### config.mk
export PLATFORM = sky130hd
export DESIGN_NAME = pal_cfg_loader_flat
export DESIGN_NICKNAME = d
export VERILOG_FILES = /design/src/rtl/pal_cfg_loader_if.sv /design/src/rtl/pal_cfg_loader.sv /design/src/flat_wrapper.sv
export SDC_FILE = /design/constraint.sdc
export NUM_CORES = 1
export LEC_CHECK = 0
export CAP_MARGIN = 0
export CORE_AREA = 2 2 56 58
export DETAILED_ROUTE_END_ITERATION = 10
export DIE_AREA = 0 0 58 60
export GPL_ROUTABILITY_DRIVEN = 0
export PLACE_DENSITY = 0.78
export SLEW_MARGIN = 20
export SYNTH_ARGS = -nofsm -noshare
export SYNTH_HDL_FRONTEND = slang
export SYNTH_SLANG_ARGS = --single-unit
### constraint.sdc
create_clock -name clk -period 3.1 [get_ports clk]
set_input_delay 0.31 -clock clk [delete_from_list [all_inputs] [get_ports clk]]
set_output_delay 0.31 -clock clk [all_outputs]
set_load 0.01 [all_outputs]
### src/rtl/pal_cfg_loader_if.sv
// Word-in / serial-out bundle for the PAL configuration loader.
// Master side issues commands and words; slave side returns chain strobes and status.
interface pal_cfg_loader_if #(
   parameter int WORD_W = 8
);
   logic              start;
   logic              abort;
   logic [WORD_W-1:0] in_data;
   logic              in_valid;
   logic              in_ready;
   logic              cfg_data;
   logic              cfg_shift;
   logic              pal_en;
   logic              busy;
   logic              done;

   modport master (
      output start, abort, in_data, in_valid,
      input  in_ready, cfg_data, cfg_shift, pal_en, busy, done
   );

   modport slave (
      input  start, abort, in_data, in_valid,
      output in_ready, cfg_data, cfg_shift, pal_en, busy, done
   );
endinterface

### src/rtl/pal_cfg_loader.sv
// Serialises WORD_W-bit configuration words LSB first into a CFG_BITS-long PAL chain,
// one word accept plus one shift per bit; PAL_EN goes live once the whole chain is loaded.
module pal_cfg_loader #(
   parameter int CFG_BITS = 192,
   parameter int WORD_W   = 8
) (
   input logic             clk,
   input logic             res,
   pal_cfg_loader_if.slave bus
);

   localparam int BW = $clog2(CFG_BITS + 1);
   localparam int CW = $clog2(WORD_W + 1);

   if (CFG_BITS < 1 || WORD_W < 1) begin : g_bad_params
      $error("pal_cfg_loader: CFG_BITS and WORD_W must both be at least 1");
   end

   typedef enum logic [1:0] {IDLE, WAIT_WORD, SHIFT, LOADED} state_t;

   state_t            state, state_nxt;
   logic [BW-1:0]     bits_sent;
   logic [CW-1:0]     word_left;
   logic [WORD_W-1:0] sreg;
   logic [BW-1:0]     remain;
   logic [CW-1:0]     word_len;
   logic              last_bit;
   logic              last_of_cfg;

   // Final word may be partial: only the bits still owed to the chain are shifted.
   assign remain      = BW'(CFG_BITS) - bits_sent;
   assign last_bit    = (word_left == CW'(1));
   assign last_of_cfg = ((32'(bits_sent) + 32'd1) == 32'(CFG_BITS));

   always_comb begin
      word_len = CW'(WORD_W);
      if (32'(remain) < 32'(WORD_W)) begin
         word_len = CW'(remain);
      end
   end

   always_ff @(posedge clk or posedge res) begin
      if (res) begin
         state <= IDLE;
      end else begin
         state <= state_nxt;
      end
   end

   always_comb begin
      state_nxt     = state;
      bus.in_ready  = 1'b0;
      bus.cfg_data  = 1'b0;
      bus.cfg_shift = 1'b0;
      bus.pal_en    = 1'b0;
      bus.busy      = 1'b0;
      bus.done      = 1'b0;
      case (state)
         IDLE: begin
            if (bus.start) state_nxt = WAIT_WORD;
         end
         WAIT_WORD: begin
            bus.in_ready = 1'b1;
            bus.busy     = 1'b1;
            if (bus.in_valid) state_nxt = SHIFT;
         end
         SHIFT: begin
            bus.busy      = 1'b1;
            bus.cfg_shift = 1'b1;
            bus.cfg_data  = sreg[0];
            if (last_bit) state_nxt = last_of_cfg ? LOADED : WAIT_WORD;
         end
         LOADED: begin
            bus.pal_en = 1'b1;
            bus.done   = 1'b1;
            if (bus.start) state_nxt = WAIT_WORD;
         end
         default: state_nxt = IDLE;
      endcase
      if (bus.abort) state_nxt = IDLE;
   end

   always_ff @(posedge clk or posedge res) begin
      if (res) begin
         bits_sent <= '0;
         word_left <= '0;
         sreg      <= '0;
      end else if (bus.abort) begin
         bits_sent <= '0;
         word_left <= '0;
         sreg      <= '0;
      end else begin
         case (state)
            IDLE, LOADED: begin
               if (bus.start) bits_sent <= '0;
            end
            WAIT_WORD: begin
               if (bus.in_valid) begin
                  sreg      <= bus.in_data;
                  word_left <= word_len;
               end
            end
            SHIFT: begin
               sreg      <= sreg >> 1;
               bits_sent <= bits_sent + BW'(1);
               word_left <= word_left - CW'(1);
            end
            default: ;
         endcase
      end
   end

endmodule

### src/flat_wrapper.sv
// flat-port wrapper written by rule: the top's interface ports become plain ports
module pal_cfg_loader_flat 
#(
   parameter int CFG_BITS = 192,
   parameter int WORD_W   = 8
)
  (clk, res, bus_start, bus_abort, bus_in_data, bus_in_valid, bus_in_ready, bus_cfg_data, bus_cfg_shift, bus_pal_en, bus_busy, bus_done);
  pal_cfg_loader_if #(.WORD_W(WORD_W)) bus_i ();
  input logic clk;
  input logic res;
  input wire logic [$bits(bus_i.start)-1:0] bus_start;
  input wire logic [$bits(bus_i.abort)-1:0] bus_abort;
  input wire logic [$bits(bus_i.in_data)-1:0] bus_in_data;
  input wire logic [$bits(bus_i.in_valid)-1:0] bus_in_valid;
  output wire logic [$bits(bus_i.in_ready)-1:0] bus_in_ready;
  output wire logic [$bits(bus_i.cfg_data)-1:0] bus_cfg_data;
  output wire logic [$bits(bus_i.cfg_shift)-1:0] bus_cfg_shift;
  output wire logic [$bits(bus_i.pal_en)-1:0] bus_pal_en;
  output wire logic [$bits(bus_i.busy)-1:0] bus_busy;
  output wire logic [$bits(bus_i.done)-1:0] bus_done;
  assign bus_i.start = bus_start;
  assign bus_i.abort = bus_abort;
  assign bus_i.in_data = bus_in_data;
  assign bus_i.in_valid = bus_in_valid;
  assign bus_in_ready = bus_i.in_ready;
  assign bus_cfg_data = bus_i.cfg_data;
  assign bus_cfg_shift = bus_i.cfg_shift;
  assign bus_pal_en = bus_i.pal_en;
  assign bus_busy = bus_i.busy;
  assign bus_done = bus_i.done;
  pal_cfg_loader #(.CFG_BITS(CFG_BITS), .WORD_W(WORD_W)) u_core (.clk(clk), .res(res), .bus(bus_i));
endmodule
==> metrics.cfg, run 1 <==
[outcome]
status = finished, final reports clean

[sta]
relSlewSlack_pct = 43.3
final.setup.tns_ps = 0
fin_worst_skew_ps = 3.76
finalCritPeriodShare_pct = 78.7
drv_slew = 0
fin_crit_ps = 2440
tightest_slew_ps = 849
setup_viol = 0
finalHoldViolations = 0
rsz0062_at_grt = no
fmax_mhz = 410
worst_slack_ps = 661

[synthesis]
ys_async_sr_fraction_pct = 100
syn-instance-count = 178
synth.area.top_cells = dfrtp_1, ha_1, mux2i_1, nor2_1, a211oi_1
yosysTopAreaCell = dfrtp_1
synth_fp_nets = 199
synth_area_mm2 = 0.00154
synthFlopType = dfrtp_1
synthTopCellsByCount = dfrtp_1, nor2_1, inv_1
yosysTopAreaCellShare_pct = 35.7
synth_cell_types = 46
synth-seq-area-share_pct = 35.7
syn_avg_cell_area_um2 = 8.66
synth_warnings = 0
synth-seq-cells = 22
synth_edf_count = 0

[worst_setup_path]
startpoint_type = flop
crit_type = flop to flop
arrival_ps = 2670
cp.required_ps = 3330
worstSetupEndpointType = flop
cp_max_fo = 11

[worst_hold_path]
hold_path_class = input port to asynchronous set/reset pin

[floorplanning]
start_util_pct = 53.1
num_rows = 20
die_y_um = 60
die-area_mm2 = 0.00348
ios = 19
die_w_um = 58
coreArea_mm2 = 0.00290

[cts]
cts.sinks = 22
cts_root_buf = clkbuf_4
cts_buffers = 3
cts_setup_buffers = 0
htree_levels = 1
hold_buffers = 0
clk_latency_ps = 320
ctsResizeCount = 0
tritoncts = done
clkTransAtPathRegs_ps = 120
clockBufferDepth = 2

[finish]
layout-drive-gt1-share_pct = 7.41
area_growth_pct = 13.1
antenna_cells = 0
final_cells = 222
fin_nets = 212
fillers = 232

[drt]
ant_nets = 0
vias = 1358
via_per_inst = 6.12
drc = 0
wl_um = 3510
drtIter0Drc = 50
wire_per_inst_um = 15.8
drtPass1Iterations = 5

[power_and_ir_drop]
p_leak_nw = 0.720
vdd_drop_max_mv = 0.642
p_per_area_mw_per_mm2 = 689
power.total_mw = 1.20

[placed_design]
place_ws_ps = 711
hpwl_um = 2590
dpl.cell_count = 219
portBuffers = 18

[global_routing]
grt_max_degree = 25
grt_pass1_vias = 1339
antenna_found_initial = 0
track_usage_pct = 21.9
grt_overflow = 0
grt_first_pass_wirelength_um = 5810

[run]
drv_cap = 0

## metal layers
metal	global-route usage, %	routed length (um)	up-vias
met4	11.6	74	0
met3	3.25	168	10
li1	-	-	660
met1	25.5	1460	635
met5	0	0	-
met2	39.0	1810	53
## path summary, 6_finish.rpt
| kind | from | end | slack [ps] | cells after the start |
|---|---|---|---|---|
| setup / recovery | u_core.bits_sent[2]$_DFFE_PP0P_ | u_core.word_left[0]$_DFFE_PP0P_ | 660 | 5 |
| hold / removal | res | u_core.word_left[1]$_DFFE_PP0P_ | 450 | 2 |
| setup reg to reg | u_core.bits_sent[2]$_DFFE_PP0P_ | u_core.word_left[0]$_DFFE_PP0P_ | 660 | 5 |
| hold reg to reg | u_core.sreg[7]$_DFFE_PP0P_ | u_core.sreg[7]$_DFFE_PP0P_ | 560 | 2 |
| max in group asynchronous | res | u_core.bits_sent[0]$_DFFE_PP0P_ | 2130 | 2 |
| min in group clk | u_core.sreg[7]$_DFFE_PP0P_ | u_core.sreg[7]$_DFFE_PP0P_ | 560 | 2 |
## layout make-up
cell class	count	area, um^2	area share [%]
Multi-Input combinational cell	129	873	50.1
Sequential cell	22	551	31.6
Timing Repair Buffer	21	203	11.6
Inverter	14	52.6	3.02
Tap cell	33	41.3	2.37
Clock buffer	3	22.5	1.29
## flip-flops by register name (all words and copies together), names as in the netlist
register	flops
u_core.bits_sent	8
u_core.word_left	4
u_core.sreg	8
u_core.state	2
## through the flow
step | hold WS [ps] | area [um^2] | util, %
2_1_floorplan | 299 | 1540 | -
3_3_place_gp | 512 | 1720 | 59.3
3_5_place_dp | 545 | 1720 | 59.3
4_1_cts | 474 | 1740 | 60.0
5_1_grt | 537 | 1740 | 60.0
6_report | 446 | 1740 | 60.0
## where the power goes
part,leakage (nW),total [mW],switching [mW],internal (mW)
sequential,0.299,0.408,0.0529,0.355
combinational,0.408,0.656,0.382,0.274
clock,0.0138,0.137,0.0912,0.0456
total,0.720,1.20,0.526,0.675
## cell families (layout without fill, tap and decap cells)
logic type      count (synthesis)  count (layout)  synth area share, %
compound gates                 41              41                 19.0
xor+xnor                        2               2                 1.14
simple gates                   65              65                 21.3
buf+inv                        27              38                 7.63
mux                            13              13                 8.69
flops                          22              22                 35.7
fa+ha+maj                       8               8                 6.49
## critical path: stages (launching register included)
cell      delay [ps]
dfrtp_1          520
or3_4            400
or4_1            480
a222oi_1         520
nand3b_1         170
a221oi_2         260
## cells in the final DEF (no fill, tap or decap), types with 4 or more instances in the layout
cell | Yosys | layout
a211oi_1 | 7 | 7
a21oi_1 | 7 | 7
a22oi_1 | 6 | 6
clkdlybuf4s50_1 | 0 | 18
dfrtp_1 | 22 | 22
ha_1 | 8 | 8
inv_1 | 14 | 14
mux2i_1 | 10 | 10
nand2_1 | 9 | 9
nand2b_1 | 4 | 4
nand3_1 | 8 | 8
nor2_1 | 22 | 22
nor3_1 | 4 | 4
o21ai_0 | 6 | 6
(Power assumes the default switching activity.)
==> run 2, diff against run 1 <==
--- a/config.mk
+++ b/config.mk
@@ -6,11 +6,11 @@
 export NUM_CORES = 1
 export LEC_CHECK = 0
 export CAP_MARGIN = 0
-export CORE_AREA = 2 2 56 58
+export CORE_AREA = 2 2 59 61
 export DETAILED_ROUTE_END_ITERATION = 10
-export DIE_AREA = 0 0 58 60
+export DIE_AREA = 0 0 61 63
 export GPL_ROUTABILITY_DRIVEN = 0
-export PLACE_DENSITY = 0.78
+export PLACE_DENSITY = 0.74
 export SLEW_MARGIN = 20
 export SYNTH_ARGS = -nofsm -noshare
 export SYNTH_HDL_FRONTEND = slang
==> constraint.sdc (replaced) <==
create_clock -name clk -period 2.02 [get_ports clk]
set_input_delay 0.202 -clock clk [delete_from_list [all_inputs] [get_ports clk]]
set_output_delay 0.202 -clock clk [all_outputs]
set_load 0.01 [all_outputs]
==> run 2 against run 1 <==
Compared with the run above:
- the run now ends with setup timing left
- largest power group unchanged
- sequential cell count stayed put
- worst hold slack got worse by 230 ps
- largest cell class unchanged
- cell count rose by 14%
==> metrics.cfg, run 2 (same netlist as run 1, synthesis figures left out) <==
[power_and_ir_drop]
p_per_area_mw_per_mm2 = 1010  ; +47%
vdd_drop_max_mv = 0.717  ; +12%
power.total_mw = 1.93  ; +61%
p_leak_nw = 0.812  ; +13%

[finish]
layout-drive-gt1-share_pct = 17.0  ; +9.6 points
area_growth_pct = 24.0
top_regs = u_core.bits_sent: 8 flops, u_core.sreg: 8 flops, u_core.word_left: 4 flops
fin_nets = 229  ; +8.0%
fin_util_pct = 59.2  ; -0.89 points
antenna_cells = 0  ; unchanged
layout_common_cells = nor2_1, dfrtp_1, buf_4

[sta]
drv_slew = 0  ; unchanged
fmax_mhz = 451  ; +9.9%
relSlewSlack_pct = 58.7  ; +15 points
final.setup.tns_ps = -591  ; -591 ps
fin_worst_skew_ps = 3.21  ; -0.557 ps
fin_crit_ps = 2220  ; -220 ps
hold_ws_ps = 220  ; -225 ps
finalCritPeriodShare_pct = 110  ; +31 points
finalHoldViolations = 0  ; unchanged
setup_viol = 4  ; +4
worst_slack_ps = -200  ; -860 ps
tightest_slew_ps = 615  ; -234 ps
rsz0062_at_grt = yes

[placed_design]
hpwl_um = 2580  ; -0.39%
portBuffers = 18  ; unchanged

[floorplanning]
die_y_um = 63  ; +5.0%
die_w_um = 61  ; +5.2%
die-area_mm2 = 0.00384  ; +10%
start_util_pct = 47.7  ; -5.4 points
num_rows = 21  ; +5.0%
coreArea_mm2 = 0.00323  ; +11%
ios = 19  ; unchanged

[drt]
ant_nets = 0  ; unchanged
drc = 0  ; unchanged
drtPass1Iterations = 4  ; -1
wire_per_inst_um = 14.3  ; -9.4%
vias = 1438  ; +5.9%
drtIter0Drc = 136  ; +170%
via_per_inst = 5.71  ; -6.7%
wl_um = 3610  ; +2.9%

[cts]
tritoncts = done
clkTransAtPathRegs_ps = 120  ; about the same
htree_levels = 1  ; unchanged
hold_buffers = 0  ; unchanged
cts_buffers = 3  ; unchanged
clk_latency_ps = 300  ; -20 ps
clockBufferDepth = 2  ; unchanged
cts_root_buf = clkbuf_4
cts.sinks = 22  ; unchanged

[outcome]
status = complete, but fails checks
violations = setup timing

[worst_setup_path]
reg2reg_from = u_core.bits_sent[3]$_DFFE_PP0P_
cp.required_ps = 2240  ; -1090 ps
r2r_end = u_core.word_left[0]$_DFFE_PP0P_
cp_max_fo = 4  ; -7
crit_type = flop to flop
startpoint_type = flop
arrival_ps = 2440  ; -230 ps
r2r_slack_ps = -200  ; -860 ps
worstSetupEndpointType = flop
reg2regPathDepth = 6  ; +1

[global_routing]
grt_max_degree = 23  ; -8.0%
grt_pass1_vias = 1383  ; +3.3%
grt_overflow = 0  ; unchanged
antenna_found_initial = 0  ; unchanged
track_usage_pct = 21.2  ; -0.76 points
grt_first_pass_wirelength_um = 6310  ; +8.6%

[worst_hold_path]
hold_path_class = input port to asynchronous set/reset pin

[run]
drv_cap = 0  ; unchanged

## run 2: repair_timing
action                     in CTS  in global routing
setup buffers                   3                  0
hold endpoints to repair        0                  0
pin swaps                       2                  1
setup endpoints to repair       5                  5
resized for setup               3                  2
## run 2: stage by stage
step                cell area [um^2]  setup WS, ps  cells
floorplan                       1550          -194    178
global placement                1840          -145    246
finish                          1910          -200    252
global route                    1910          -266    252
CTS                             1900          -158    252
detailed placement              1840          -155    246
## run 2: layout make-up
| type | instances | area [um^2] |
|---|---|---|
| timing repair buffer | 38 | 330 |
| fill | 294 | 1320 |
| clock buffer | 3 | 22.5 |
| sequential | 22 | 551 |
| inverter | 14 | 52.6 |
| tap | 46 | 57.6 |
| multi-input combinational | 129 | 898 |
## run 2: where the power goes
| part | internal, mW | leakage [nW] | switching (mW) |
|---|---|---|---|
| clock | 0.0696 | 0.0138 | 0.127 |
| sequential | 0.545 | 0.299 | 0.0745 |
| combinational | 0.502 | 0.499 | 0.612 |
| total | 1.12 | 0.812 | 0.814 |
## run 2: how the worst max path moves through the flow
stage / cells past startpoint / to / start
2_1_floorplan: 6 / u_core.word_left[0]$_DFFE_PP0P_ / u_core.bits_sent[1]$_DFFE_PP0P_
3_3_place_gp: 6 / u_core.word_left[0]$_DFFE_PP0P_ / u_core.bits_sent[3]$_DFFE_PP0P_
3_5_place_dp: 6 / u_core.word_left[0]$_DFFE_PP0P_ / u_core.bits_sent[3]$_DFFE_PP0P_
6_report: 6 / u_core.word_left[0]$_DFFE_PP0P_ / u_core.bits_sent[3]$_DFFE_PP0P_
5_1_grt: 6 / u_core.word_left[0]$_DFFE_PP0P_ / u_core.bits_sent[3]$_DFFE_PP0P_
4_1_cts: 6 / u_core.word_left[0]$_DFFE_PP0P_ / u_core.bits_sent[3]$_DFFE_PP0P_
## run 2: metal layers
layer | up-vias | global-route usage, % | share of wire, % | wire length, um
met5 | - | 0 | 0 | 0
met4 | 0 | 7.07 | 1.4 | 50
met3 | 7 | 2.48 | 3.9 | 141
met2 | 49 | 36.8 | 52 | 1880
met1 | 685 | 26.2 | 42 | 1530
li1 | 697 | - | - | -
## run 2: worst max-delay path: stages, from the launching register on
cell and delay, ps:
dfrtp_1 400, or3_4 400, or4_4 480, a222oi_1 370, buf_4 190, nand3b_1 100
a221oi_2 210
==> run 3, diff against run 2 <==
--- a/config.mk
+++ b/config.mk
@@ -6,11 +6,12 @@
 export NUM_CORES = 1
 export LEC_CHECK = 0
 export CAP_MARGIN = 0
-export CORE_AREA = 2 2 59 61
+export CORE_AREA = 2 2 56 58
+export CTS_BUF_LIST = sky130_fd_sc_hd__clkbuf_4 sky130_fd_sc_hd__clkbuf_8 sky130_fd_sc_hd__clkbuf_16
 export DETAILED_ROUTE_END_ITERATION = 10
-export DIE_AREA = 0 0 61 63
+export DIE_AREA = 0 0 58 60
 export GPL_ROUTABILITY_DRIVEN = 0
-export PLACE_DENSITY = 0.74
+export PLACE_DENSITY = 0.78
 export SLEW_MARGIN = 20
 export SYNTH_ARGS = -nofsm -noshare
 export SYNTH_HDL_FRONTEND = slang
==> constraint.sdc (replaced) <==
create_clock -name clk -period 2.1 [get_ports clk]
set_input_delay 0.21 -clock clk [delete_from_list [all_inputs] [get_ports clk]]
set_output_delay 0.21 -clock clk [all_outputs]
set_load 0.01 [all_outputs]
==> run 3 against run 2 <==
Compared with the run above:
- the run still ends with setup timing left
- worst setup slack gained 100 ps
- sequential power fell by 4.5%
- cell count fell by 6.3%
- design area down 2.5%
- fmax rose by 1.0%
- largest power group unchanged
==> metrics.cfg, run 3 (same netlist as run 1, synthesis figures left out) <==
[cts]
cts_buffers = 3  ; unchanged
clk_latency_ps = 310  ; about the same
cts_root_buf = clkbuf_4
tritoncts = done
cts.sinks = 22  ; unchanged
clockBufferDepth = 2  ; unchanged
clkTransAtPathRegs_ps = 120  ; about the same
htree_levels = 1  ; unchanged

[floorplanning]
die_w_um = 58  ; -4.9%
die_y_um = 60  ; -4.8%
coreArea_mm2 = 0.00290  ; -10%
die-area_mm2 = 0.00348  ; -9.4%
start_util_pct = 53.1  ; +5.4 points
ios = 19  ; unchanged
num_rows = 20  ; -4.8%

[worst_hold_path]
hold_path_class = input port to asynchronous set/reset pin

[finish]
layout_common_cells = nor2_1, dfrtp_1, clkdlybuf4s50_1
layout-drive-gt1-share_pct = 15.3  ; -1.7 points
antenna_cells = 0  ; unchanged
top_regs = u_core.bits_sent: 8 flops, u_core.sreg: 8 flops, u_core.word_left: 4 flops
area_growth_pct = 20.9
fin_util_pct = 64.2  ; +5.1 points
fin_nets = 226  ; -1.3%
fillers = 269  ; -8.5%
final_cells = 236  ; -6.3%

[worst_setup_path]
r2r_end = u_core.word_left[3]$_DFFE_PP0P_
startpoint_type = flop
reg2regPathDepth = 7  ; +1
worstSetupEndpointType = flop
r2r_slack_ps = -100  ; +100 ps
arrival_ps = 2400  ; -40 ps
cp_max_fo = 3  ; -1
crit_type = flop to flop
cp.required_ps = 2300  ; +60 ps
reg2reg_from = u_core.bits_sent[2]$_DFFE_PP0P_

[sta]
hold_ws_ps = 224  ; +4.00 ps
worst_slack_ps = -97.4  ; +102 ps
finalCritPeriodShare_pct = 105  ; -5.2 points
drv_slew = 0  ; unchanged
final.setup.tns_ps = -313  ; +278 ps
fin_worst_skew_ps = 1.30  ; -1.90 ps
tightest_slew_ps = 637  ; +21.6 ps
finalHoldViolations = 0  ; unchanged
fmax_mhz = 455  ; +1.0%
fin_crit_ps = 2200  ; -22.3 ps
relSlewSlack_pct = 57.3  ; -1.4 points
rsz0062_at_grt = yes
setup_viol = 4  ; unchanged

[global_routing]
use_met2_pct = 41.1  ; +4.2 points
grt_max_degree = 23  ; unchanged
grt_util_met3_pct = 2.16  ; -0.32 points
grt.met1_usage_pct = 27.3  ; +1.1 points
track_usage_pct = 22.4  ; +1.3 points
grt_overflow = 0  ; unchanged
grt_pass1_vias = 1347  ; -2.6%
antenna_found_initial = 0  ; unchanged
grt_first_pass_wirelength_um = 6050  ; -4.0%
busiest_layer = met2

[drt]
drc = 0  ; unchanged
drtPass1Iterations = 4  ; unchanged
vias = 1397  ; -2.9%
via_per_inst = 5.92  ; +3.7%
wire_per_inst_um = 14.6  ; +1.8%
ant_nets = 0  ; unchanged
drtIter0Drc = 88  ; -35%
wl_um = 3440  ; -4.6%

[placed_design]
dpl.cell_count = 232  ; -5.7%
hpwl_um = 2570  ; -0.36%
place_ws_ps = -74.5  ; +80.5 ps
portBuffers = 18  ; unchanged

[run]
drv_cap = 0  ; unchanged

[outcome]
violations = setup timing
status = complete, but fails checks

[power_and_ir_drop]
p_per_area_mw_per_mm2 = 974  ; -3.6%
p_leak_nw = 0.794  ; -2.1%
vdd_drop_max_mv = 0.893  ; +25%

==> run 3: cell types whose count changed in the layout (fill, tap and decap cells not counted), sizes merged <==
cell and change:
buf -3
==> run 3: critical path, stage by stage, from the launching register on <==
cell and delay (ps):
dfrtp_1 420, o31a_2 350, or4_1 510, a222oi_1 350
buf_4 180, buf_4 110, nand2b_4 110, a21oi_1 60
==> run 3: layout make-up <==
| type | instances | area [um^2] | area share [%] |
|---|---|---|---|
| multi-input combinational | 129 | 890 | 47.7 |
| sequential | 22 | 551 | 29.5 |
| timing repair buffer | 35 | 308 | 16.5 |
| inverter | 14 | 52.6 | 2.82 |
| tap | 33 | 41.3 | 2.21 |
| clock buffer | 3 | 22.5 | 1.21 |
==> run 3: report_power, final <==
part / switching, mW / internal (mW) / total [mW]
logic: 0.580 / 0.450 / 1.03
clock network: 0.127 / 0.0671 / 0.194
registers: 0.0664 / 0.524 / 0.591
==> run 3: layer usage <==
| layer | part of all wire (%) | wire (um) | vias to the layer above |
|---|---|---|---|
| met3 | 2.7 | 92 | 9 |
| met5 | 0 | 0 | - |
| met4 | 2.0 | 68 | 0 |
| li1 | - | - | 690 |
| met2 | 53 | 1820 | 29 |
| met1 | 42 | 1460 | 669 |
==> run 3: worst max path at each step <==
stage / start / to / slack (ps)
final: u_core.bits_sent[2]$_DFFE_PP0P_ / u_core.word_left[3]$_DFFE_PP0P_ / -100
after global routing: u_core.bits_sent[2]$_DFFE_PP0P_ / u_core.word_left[0]$_DFFE_PP0P_ / -180
after CTS: u_core.bits_sent[2]$_DFFE_PP0P_ / u_core.word_left[0]$_DFFE_PP0P_ / -100
after detailed placement: u_core.bits_sent[2]$_DFFE_PP0P_ / u_core.word_left[0]$_DFFE_PP0P_ / -70
after global placement: u_core.bits_sent[3]$_DFFE_PP0P_ / u_core.word_left[0]$_DFFE_PP0P_ / -40
after floorplan: u_core.bits_sent[1]$_DFFE_PP0P_ / u_core.word_left[0]$_DFFE_PP0P_ / -110
==> run 3: stage by stage <==
stage	instance area, um^2	power (mW)
after floorplan	1550	1.28
final	1860	1.82
after CTS	1840	1.80
after global placement	1820	1.57
after global routing	1860	1.97
after detailed placement	1820	1.61
==> run 3: what timing repair did <==
item | 4_1_cts | 5_1_grt
hold endpoints to repair | 0 | 0
setup buffers | 0 | 1
hold buffers | 0 | 0
pin swaps | 1 | 2
endpoints found under the setup margin | 4 | 4
gates resized for setup | 0 | 3
